<file path="src/rtl/wash_phase_timer_if.sv">
// Bundle between the wash controller and its phase/level timer.
// Controller side drives valves, motor and sensor; timer side returns levels and timeouts.
interface wash_phase_timer_if #(
    parameter int LW = 8
);
    logic [LW-1:0] level_raw;
    logic          motor_on;
    logic          soap_wash;
    logic          water_wash;
    logic          fill_value_on;
    logic          drain_value_on;
    logic          filled;
    logic          drained;
    logic          cycle_timeout;
    logic          spin_timeout;
    logic          fault;
    logic [1:0]    fault_code;

    modport master (
        output level_raw, motor_on, soap_wash, water_wash,
        output fill_value_on, drain_value_on,
        input  filled, drained, cycle_timeout, spin_timeout,
        input  fault, fault_code
    );

    modport slave (
        input  level_raw, motor_on, soap_wash, water_wash,
        input  fill_value_on, drain_value_on,
        output filled, drained, cycle_timeout, spin_timeout,
        output fault, fault_code
    );
endinterface

</file>
<file path="src/rtl/wash_phase_timer.sv">
// Level debounce, phase timing and fill/drain watchdogs feeding
// the washing-machine controller; all outputs registered.
module wash_phase_timer #(
    parameter int LW          = 8,
    parameter int FULL_LEVEL  = 200,
    parameter int EMPTY_LEVEL = 10,
    parameter int HYST        = 8,
    parameter int DEB_CYC     = 3,
    parameter int WASH_CYC    = 20,
    parameter int RINSE_CYC   = 12,
    parameter int SPIN_CYC    = 8,
    parameter int FILL_MAX    = 100,
    parameter int DRAIN_MAX   = 60
) (
    input logic              clk,
    input logic              reset,
    wash_phase_timer_if.slave bus
);
    localparam int LMAX    = (1 << LW) - 1;
    localparam int FULL_S  = (FULL_LEVEL > LMAX) ? LMAX : FULL_LEVEL;
    localparam int EMPTY_S = (EMPTY_LEVEL > LMAX) ? LMAX : EMPTY_LEVEL;
    localparam int FLO_I   = (FULL_S > HYST) ? FULL_S - HYST : 0;
    localparam int EHI_I   = (EMPTY_S + HYST > LMAX) ? LMAX : EMPTY_S + HYST;

    localparam logic [LW:0] FULL_HI  = FULL_S[LW:0];
    localparam logic [LW:0] FULL_LO  = FLO_I[LW:0];
    localparam logic [LW:0] EMPTY_LO = EMPTY_S[LW:0];
    localparam logic [LW:0] EMPTY_HI = EHI_I[LW:0];

    localparam int DW = $clog2(DEB_CYC) + 1;
    localparam logic [DW-1:0] DEB_N = DW'(DEB_CYC);

    localparam int WMAX = (FILL_MAX > DRAIN_MAX) ? FILL_MAX : DRAIN_MAX;
    localparam int WW   = $clog2(WMAX) + 1;
    localparam logic [WW-1:0] FILL_N  = WW'(FILL_MAX);
    localparam logic [WW-1:0] DRAIN_N = WW'(DRAIN_MAX);

    localparam int PM0  = (WASH_CYC > RINSE_CYC) ? WASH_CYC : RINSE_CYC;
    localparam int PMAX = (PM0 > SPIN_CYC) ? PM0 : SPIN_CYC;
    localparam int PW   = $clog2(PMAX) + 1;
    localparam logic [PW-1:0] WASH_LD  = PW'(WASH_CYC - 2);
    localparam logic [PW-1:0] RINSE_LD = PW'(RINSE_CYC - 2);
    localparam logic [PW-1:0] SPIN_LD  = PW'(SPIN_CYC - 2);

    typedef enum logic [2:0] {
        IDLE, WASH, RINSE, SPIN, EXPIRED
    } state_t;

    state_t        state_q, state_d;
    state_t        ph_q, ph_d;
    logic [PW-1:0] cnt_q, cnt_d;
    logic [DW-1:0] full_cnt, full_nx, empty_cnt, empty_nx;
    logic [WW-1:0] fill_cnt, fill_nx, drain_cnt, drain_nx;
    logic          filled_d, drained_d, fault_d;
    logic          cyc_d, spn_d;
    logic [1:0]    code_d;

    logic [LW:0] lvl;
    logic        at_full, below_full, at_empty, above_empty;
    logic        wash_c, rinse_c, spin_c, run_c;
    logic        fill_q, drain_q, fill_hit, drain_hit;
    state_t      sel;

    assign lvl         = {1'b0, bus.level_raw};
    assign at_full     = lvl >= FULL_HI;
    assign below_full  = lvl < FULL_LO;
    assign at_empty    = lvl <= EMPTY_LO;
    assign above_empty = lvl > EMPTY_HI;

    assign wash_c  = bus.motor_on & bus.soap_wash;
    assign rinse_c = bus.motor_on & bus.water_wash & ~bus.soap_wash;
    assign spin_c  = bus.motor_on & bus.drain_value_on
                   & ~bus.soap_wash & ~bus.water_wash;

    // EXPIRED keeps checking the condition of the phase that timed out
    assign sel   = (state_q == EXPIRED) ? ph_q : state_q;
    assign run_c = ((sel == WASH) & wash_c)
                 | ((sel == RINSE) & rinse_c)
                 | ((sel == SPIN) & spin_c);

    assign fill_q  = bus.fill_value_on & ~bus.filled;
    assign drain_q = bus.drain_value_on & ~bus.drained;

    always_comb begin
        full_nx = '0;
        if (at_full)
            full_nx = (full_cnt == DEB_N) ? DEB_N : full_cnt + DW'(1);
        empty_nx = '0;
        if (at_empty)
            empty_nx = (empty_cnt == DEB_N) ? DEB_N : empty_cnt + DW'(1);

        filled_d = bus.filled;
        if (at_full && full_nx == DEB_N)
            filled_d = 1'b1;
        else if (below_full)
            filled_d = 1'b0;

        drained_d = bus.drained;
        if (at_empty && empty_nx == DEB_N)
            drained_d = 1'b1;
        else if (above_empty)
            drained_d = 1'b0;
    end

    always_comb begin
        fill_nx = '0;
        if (fill_q)
            fill_nx = (fill_cnt == FILL_N) ? FILL_N : fill_cnt + WW'(1);
        drain_nx = '0;
        if (drain_q)
            drain_nx = (drain_cnt == DRAIN_N) ? DRAIN_N : drain_cnt + WW'(1);
        fill_hit  = fill_nx == FILL_N;
        drain_hit = drain_nx == DRAIN_N;

        fault_d = bus.fault;
        code_d  = bus.fault_code;
        // first fault latches; fill wins a same-edge tie
        if (!bus.fault && fill_hit) begin
            fault_d = 1'b1;
            code_d  = 2'b01;
        end else if (!bus.fault && drain_hit) begin
            fault_d = 1'b1;
            code_d  = 2'b10;
        end
    end

    always_comb begin
        state_d = state_q;
        ph_d    = ph_q;
        cnt_d   = cnt_q;
        unique case (state_q)
            IDLE: begin
                unique case (1'b1)
                    wash_c: begin
                        state_d = WASH;
                        ph_d    = WASH;
                        cnt_d   = WASH_LD;
                    end
                    rinse_c: begin
                        state_d = RINSE;
                        ph_d    = RINSE;
                        cnt_d   = RINSE_LD;
                    end
                    spin_c: begin
                        state_d = SPIN;
                        ph_d    = SPIN;
                        cnt_d   = SPIN_LD;
                    end
                    default: ;
                endcase
            end
            WASH, RINSE, SPIN: begin
                if (!run_c)
                    state_d = IDLE;
                else if (cnt_q == '0)
                    state_d = EXPIRED;
                else
                    cnt_d = cnt_q - PW'(1);
            end
            EXPIRED: begin
                if (!run_c)
                    state_d = IDLE;
            end
            default: state_d = IDLE;
        endcase
        cyc_d = (state_d == EXPIRED) && (ph_d != SPIN);
        spn_d = (state_d == EXPIRED) && (ph_d == SPIN);
    end

    always_ff @(posedge clk) begin
        if (!reset) begin
            state_q           <= IDLE;
            ph_q              <= IDLE;
            cnt_q             <= '0;
            full_cnt          <= '0;
            empty_cnt         <= '0;
            fill_cnt          <= '0;
            drain_cnt         <= '0;
            bus.filled        <= 1'b0;
            bus.drained       <= 1'b0;
            bus.cycle_timeout <= 1'b0;
            bus.spin_timeout  <= 1'b0;
            bus.fault         <= 1'b0;
            bus.fault_code    <= 2'b00;
        end else begin
            state_q           <= state_d;
            ph_q              <= ph_d;
            cnt_q             <= cnt_d;
            full_cnt          <= full_nx;
            empty_cnt         <= empty_nx;
            fill_cnt          <= fill_nx;
            drain_cnt         <= drain_nx;
            bus.filled        <= filled_d;
            bus.drained       <= drained_d;
            bus.cycle_timeout <= cyc_d;
            bus.spin_timeout  <= spn_d;
            bus.fault         <= fault_d;
            bus.fault_code    <= code_d;
        end
    end
endmodule

</file>
<file path="src/flat_wrapper.sv">
// flat-port wrapper written by rule: the top's interface ports become plain ports
module wash_phase_timer_flat 
#(
    parameter int LW          = 8,
    parameter int FULL_LEVEL  = 200,
    parameter int EMPTY_LEVEL = 10,
    parameter int HYST        = 8,
    parameter int DEB_CYC     = 3,
    parameter int WASH_CYC    = 20,
    parameter int RINSE_CYC   = 12,
    parameter int SPIN_CYC    = 8,
    parameter int FILL_MAX    = 100,
    parameter int DRAIN_MAX   = 60
)
  (clk, reset, bus_level_raw, bus_motor_on, bus_soap_wash, bus_water_wash, bus_fill_value_on, bus_drain_value_on, bus_filled, bus_drained, bus_cycle_timeout, bus_spin_timeout, bus_fault, bus_fault_code);
  wash_phase_timer_if #(.LW(LW)) bus_i ();
  input logic clk;
  input logic reset;
  input wire logic [$bits(bus_i.level_raw)-1:0] bus_level_raw;
  input wire logic [$bits(bus_i.motor_on)-1:0] bus_motor_on;
  input wire logic [$bits(bus_i.soap_wash)-1:0] bus_soap_wash;
  input wire logic [$bits(bus_i.water_wash)-1:0] bus_water_wash;
  input wire logic [$bits(bus_i.fill_value_on)-1:0] bus_fill_value_on;
  input wire logic [$bits(bus_i.drain_value_on)-1:0] bus_drain_value_on;
  output wire logic [$bits(bus_i.filled)-1:0] bus_filled;
  output wire logic [$bits(bus_i.drained)-1:0] bus_drained;
  output wire logic [$bits(bus_i.cycle_timeout)-1:0] bus_cycle_timeout;
  output wire logic [$bits(bus_i.spin_timeout)-1:0] bus_spin_timeout;
  output wire logic [$bits(bus_i.fault)-1:0] bus_fault;
  output wire logic [$bits(bus_i.fault_code)-1:0] bus_fault_code;
  assign bus_i.level_raw = bus_level_raw;
  assign bus_i.motor_on = bus_motor_on;
  assign bus_i.soap_wash = bus_soap_wash;
  assign bus_i.water_wash = bus_water_wash;
  assign bus_i.fill_value_on = bus_fill_value_on;
  assign bus_i.drain_value_on = bus_drain_value_on;
  assign bus_filled = bus_i.filled;
  assign bus_drained = bus_i.drained;
  assign bus_cycle_timeout = bus_i.cycle_timeout;
  assign bus_spin_timeout = bus_i.spin_timeout;
  assign bus_fault = bus_i.fault;
  assign bus_fault_code = bus_i.fault_code;
  wash_phase_timer #(.LW(LW), .FULL_LEVEL(FULL_LEVEL), .EMPTY_LEVEL(EMPTY_LEVEL), .HYST(HYST), .DEB_CYC(DEB_CYC), .WASH_CYC(WASH_CYC), .RINSE_CYC(RINSE_CYC), .SPIN_CYC(SPIN_CYC), .FILL_MAX(FILL_MAX), .DRAIN_MAX(DRAIN_MAX)) u_core (.clk(clk), .reset(reset), .bus(bus_i));
endmodule
</file>
<file path="config.mk">
export PLATFORM = sky130hd
export DESIGN_NAME = wash_phase_timer_flat
export DESIGN_NICKNAME = d
export VERILOG_FILES = /design/src/rtl/wash_phase_timer_if.sv /design/src/rtl/wash_phase_timer.sv /design/src/flat_wrapper.sv
export SDC_FILE = /design/constraint.sdc
export NUM_CORES = 1
export LEC_CHECK = 0
export BUFFER_PORTS_ARGS = -buffer_cell sky130_fd_sc_hd__buf_2
export CORE_MARGIN = 10
export CORE_UTILIZATION = 55
export DETAILED_ROUTE_END_ITERATION = 6
export PLACE_DENSITY = 0.86
export SLEW_MARGIN = 20
export SYNTH_ARGS = -nofsm -noshare
export SYNTH_HDL_FRONTEND = slang
export SYNTH_SLANG_ARGS = --single-unit
</file>
<file path="constraint.sdc">
create_clock -name clk -period 5.41 [get_ports clk]
set_input_delay 0.541 -clock clk [delete_from_list [all_inputs] [get_ports clk]]
set_output_delay 0.541 -clock clk [all_outputs]
set_load 0.005 [all_outputs]
</file>
# After elaboration in Yosys (flattened, before gate mapping)
# Index checks and enable logic that the tools add are counted.
# word_totals
ff_bits,41
in_bits,15
output_inout_bits,7
# op_classes
add_sub_neg,5
n_lt_le_gt_ge,4
eq_ne,21
mux,28
bitwise_logic,18
n_reduce_logical,16
# op_table
operator,n
8-bit two-way mux,4
"3-bit by 2-bit == test with 1-bit output, second input constant",9
3-bit two-way mux,9
3-bit case mux with 3 select lines,3
6-bit case mux with 3 select lines,1
"8-bit by 1-bit adder with 8-bit output, second input constant",2
"8-bit by 6-bit == test with 1-bit output, second input constant",2
"8-bit by 7-bit == test with 1-bit output, second input constant",2
6-bit two-way mux,2
6-bit case mux with 2 select lines,1
1-bit AND,11
"8-bit greater-or-equal comparator, second input constant",1
"8-bit by 5-bit > comparator with 1-bit output, second input constant",1
"8-bit by 4-bit less-or-equal comparator with 1-bit output, second input constant",1
"8-bit less-than comparator, second input constant",1
1-bit two-way mux,8
2-bit nonzero test,4
"3-bit by 1-bit adder with 3-bit output, second input constant",2
"3-bit by 1-bit == test with 1-bit output, second input constant",2
"3-bit == test, second input constant",2
1-bit logical AND,6
6-bit zero test,1
"6-bit by 1-bit subtractor with 6-bit output, second input constant",1
1-bit inverter,5
10 further kinds,11

# Depth between registers and ports, before layout
# logic_depth
ltp_word,10
depth_mapped,8
ltp_nobuf,8

# Worst setup path before layout
# No wires, ideal clock.
# synth_path
path_kind,flip-flop to flip-flop
from,register u_core.state_q[1]
to,register u_core.cnt_q[5]
setup_time_ns,0.070
arrival_ns,1.923
setup_slack_ns,3.417
path_stages_with_launch,7
synth_period_minus_slack_ns,1.993
path_cell_list,dfxtp_1 > and3b_1 > or3b_4 > a2111oi_4 > o21ai_2 > or3_1 > a21oi_1
# synth_via
elab_chain_cells,8
# synth_rtl
item,line_no,text
"start, declared",wash_phase_timer.sv:49,"state_t state_q, state_d;"
"start signal, assigned",wash_phase_timer.sv:186,state_q <= state_d;
3-bit == test,wash_phase_timer.sv:76,assign sel = (state_q == EXPIRED) ? ph_q : state_q;
3-bit two-way mux,wash_phase_timer.sv:76,
3-bit by 1-bit == test with 1-bit output or 3-bit by 2-bit == test with 1-bit output (tied branches),"wash_phase_timer.sv:77, wash_phase_timer.sv:78",
1-bit AND (on tied branches),"wash_phase_timer.sv:77, wash_phase_timer.sv:78",
1-bit bitwise OR,wash_phase_timer.sv:78,| ((sel == RINSE) & rinse_c)
1-bit bitwise OR,wash_phase_timer.sv:79,| ((sel == SPIN) & spin_c);
2-bit by 1-bit != test with 1-bit output (no source line),-,
4-bit AND reduction (no source line),-,
"end signal, assigned",wash_phase_timer.sv:188,cnt_q <= cnt_d;
"end, declared",wash_phase_timer.sv:51,"logic [PW-1:0] cnt_q, cnt_d;"
# Parallel ways exist; a longest one is shown, timed or not.
# A chain may end at the register's enable or synchronous reset.

# Final worst setup path
# Same ends and word-level chain as after synthesis.

==> summary.md <==
| Metric | Value |
|---|---|
| Die outline area | 0.006673 mm2 |
| Row count | 22 |
| EDFF count, synth | 0 |
| Setup repair after global routing missed its margin | false |
| Setup Buffers After CTS | 0 |
| Layout area overhead | 11.48% |
| Worst Hold Launch | u_core.empty_cnt[0] |
| Total clock buffers created by CTS | 5 |
| Violation count after the first detailed-route iteration | 150 |
| Critical Path AT | 2.38 ns |
| Number of endpoints failing setup at the final stage | 0 |
| Clock buffer depth | 2 |
| Cell area after synthesis | about 0.0021 mm2 |
| Fraction of met2 tracks used by global routing | 0.2062 |
| Post-route total power | between 600 and 700 uW |
| Register bit count reported by yosys | approximately 40 |
| Critical Path Source Type | flop |
| Via count of the first global-routing pass | 1,673 |
| Final critical-path share of the clock period | 0.3984 |
| Num Clock Sinks | slightly above 40 |
| Kind of end point of the critical path | flop |
| Worst reg-to-reg setup slack | around 3.3 ns |
| Most common cell after layout, fill and taps aside | sky130_fd_sc_hd__dfxtp_1 |
| Global-route wire length before repair | approximately 7200 um |
| Mean routed wirelength per cell | approximately 13 um |
| Remaining max-slew budget at the tightest pin | 0.6204 |
| Worst Hold Depth | 1 |
| Top cells by area, synth | sky130_fd_sc_hd__dfxtp_1, sky130_fd_sc_hd__nor2_1, sky130_fd_sc_hd__a21oi_1, sky130_fd_sc_hd__ha_1, sky130_fd_sc_hd__xnor2_1 |
| Power density normalized to cell area | 275.7 mW/mm2 |
| Worst reg2reg path startpoint | u_core.state_q[1] |
| CTS tree | yes |
| Effective utilization at floorplan | 0.5718 |
| Share of Yosys cell area claimed by the top area cell type | 0.3921 |
| Reported max-cap violation count | 0 |
| Worst Hold Class | flop to flop |
| Top Ports | 22 |
| Vias after detailed routing | ~1,800 |
| Destination of the worst register-to-register timing path | u_core.cnt_q[5] |
| Summed negative setup slack over all endpoints | 0 ns |
| Placed wire-length estimate after detailed placement | between 3000 and 4000 um |
| Final weighted congestion in routability-driven placement | 0.8443 |
| Average vias per placed instance | between 5 and 6 |
| First-pass iteration count of the detailed router | 4 |
| Total of warnings raised by yosys | 0 |
| Clock root buffer | sky130_fd_sc_hd__clkbuf_8 |
| Pin count of the biggest net entering global routing | 25 |
| Distinct cell type count after synthesis | 55 |
| Syn nets | around 270 |
| Data required time of the worst path | ~5.6 ns |
| DRC violation count after routing | 0 |
| Count of antenna-violating nets left after detailed routing | 0 |
| Top library cells by usage in the layout, fill and taps aside | sky130_fd_sc_hd__dfxtp_1, sky130_fd_sc_hd__nor2_1, sky130_fd_sc_hd__buf_2, sky130_fd_sc_hd__nand2_1, sky130_fd_sc_hd__a21oi_1 |
| Area of combinational cells with multiple inputs | 0.001190 mm2 |
| End point of the worst hold path | u_core.empty_cnt[0] |
| Register clock-pin slew on the reported worst setup and hold paths | 0.07 ns |
| FF+latch area | roughly 820 um2 |
| Cells after Synth | around 250 |
| Total number of H-tree levels | 2 |
| Crit path kind | flop to flop |
| Post-cts resize count | 0 |
| Final-report hold violation count | 0 |
| Worst ir drop on vdd | around 0.00015 V |
| Maximum achievable frequency | between 400 and 500 MHz |
| Maximum fanout encountered on the critical timing path | 10 |
| Area of the core | 0.003661 mm2 |
| Floorplan die width | between 80 and 90 um |
| Worst reg2reg path depth | 6 |
| Post-layout min period | 2.155 ns |
| Pins Over Slew Limit | 0 |
| Sequential element share of the synthesized area | 0.3921 |
| DRT Wirelength | a little over 4000 um |
| Chip height | slightly above 80 um |
| Met1 usage in global routing | 0.1675 |
| Count of fill cells added during filler insertion | a little over 300 |
| Fraction of layout instances using a drive strength above 1 | 0.1418 |
| Leakage power summed over all cells | ~0.89 nW |
| Tot GR Track Use | 0.1337 |
| Number of nets in the layout | about 290 |
| Count of hold-fix buffers inserted at cts | 0 |
| Transition at the pin with the smallest max-transition slack | 0.5635 ns |
| Latest clock arrival within the worst-skew pair | between 0.2 and 0.3 ns |
| Grt ovf | 0 |
| Clock Skews | ~0.0055 ns |
| Post-Syn Area per Cell | roughly 8.5 um2 |
| Most used routing layer in global routing | met2 |
| Status | complete, no violations |
| Met3 capacity usage during global routing | 0.04148 |
| Ys flop type | sky130_fd_sc_hd__dfxtp_1 |
| Antenna violations before repair | 0 |
| Library cell occupying the most area in the post-synthesis netlist | sky130_fd_sc_hd__dfxtp_1 |
| Number of antenna cells inserted | 0 |
| # port buffers | 21 |
| Proportion of synthesized flip-flops having asynchronous set or reset | 0 |
[stage by stage]
step           setup slack [ns]  hold WS [ns]  utilization  area (um2)  std cells
6_report                  3.255        0.4605       0.6374        2333        316
5_1_grt                   3.100        0.4943       0.6374        2333        316
4_1_cts                   3.259        0.4622       0.6374        2333        316
3_5_place_dp              3.174        0.4518       0.6056        2217        308
3_3_place_gp              3.262        0.4436       0.6056        2217        308
2_1_floorplan             3.417        0.4297            -        2093        245
[worst max path at each step]
stage,startpoint,to
floorplan,u_core.state_q[1],u_core.cnt_q[5]
global placement,bus_motor_on,u_core.cnt_q[5]
detailed placement,bus_motor_on,u_core.cnt_q[5]
CTS,u_core.state_q[1],u_core.cnt_q[5]
global route,u_core.state_q[2],u_core.cnt_q[5]
finish,u_core.state_q[1],u_core.cnt_q[5]
[kinds of logic (layout without fill, tap and decap cells)]
| logic type | after synthesis | count (layout) | synth area share |
|---|---|---|---|
| fa+ha+maj | 7 | 7 | 0.04184 |
| xor+xnor | 14 | 14 | 0.05858 |
| simple gates | 109 | 109 | 0.2863 |
| mux | 2 | 2 | 0.009564 |
| compound gates | 55 | 55 | 0.1722 |
| buf+inv | 17 | 40 | 0.03945 |
| flops | 41 | 41 | 0.3921 |
[layer usage]
metal  vias up  routed length [um]
met5         -                   0
met4         0                  80
met3         8                 289
met2        53                1803
met1       792                1906
li1        926                   -
[worst max-delay path, cell delays in order (launching register included)]
cell and delay (ns):
sky130_fd_sc_hd__dfxtp_1 0.46, sky130_fd_sc_hd__and3b_1 0.23, sky130_fd_sc_hd__or3b_4 0.39, sky130_fd_sc_hd__a2111oi_4 0.31, sky130_fd_sc_hd__o21ai_2 0.19, sky130_fd_sc_hd__or3_1 0.37, sky130_fd_sc_hd__a21oi_1 0.14
[sequential cells by signal, summed over array words and instances, names as in the netlist]
signal / flops
u_core.state_q: 3
u_core.bus.cycle_timeout: 1
u_core.bus.drained: 1
u_core.bus.spin_timeout: 1
u_core.full_cnt: 3
u_core.ph_q: 3
u_core.bus.fault: 1
u_core.bus.fault_code: 2
u_core.bus.filled: 1
u_core.cnt_q: 6
u_core.empty_cnt: 3
u_core.fill_cnt: 8
u_core.drain_cnt: 8
[power by group]
part,total [mW],switching (mW),internal [mW]
sequential,0.320,0.00892,0.311
clock,0.249,0.0987,0.150
combinational,0.0747,0.0451,0.0296
[cells in the mapped netlist (all sizes together) (2+ instances only)]
library cell and number:
dfxtp 41, nor2 28, a21oi 19, nand2 19, o21ai 17, inv 11, nand3 9, xnor2 9
ha 7, nor2b 6, nand2b 5, nand4 5, xor2 5, nor4 4, nor4b 4, and2 3
and3 3, and3b 3, buf 3, nor3 3, nor3b 3, o211ai 3, or3 3, or4 3
a2111oi 2, clkbuf 2, mux2i 2, or2 2, or4b 2
[final cells by class]
type / instances / share of cell area
clock buffer: 7 / 0.03700
clock inverter: 1 / 0.01287
inverter: 11 / 0.01769
multi-input combinational: 187 / 0.5099
sequential: 41 / 0.3517
tap: 48 / 0.02574
timing repair buffer: 21 / 0.04504
No activity file was read; power rests on OpenSTA's default activity.
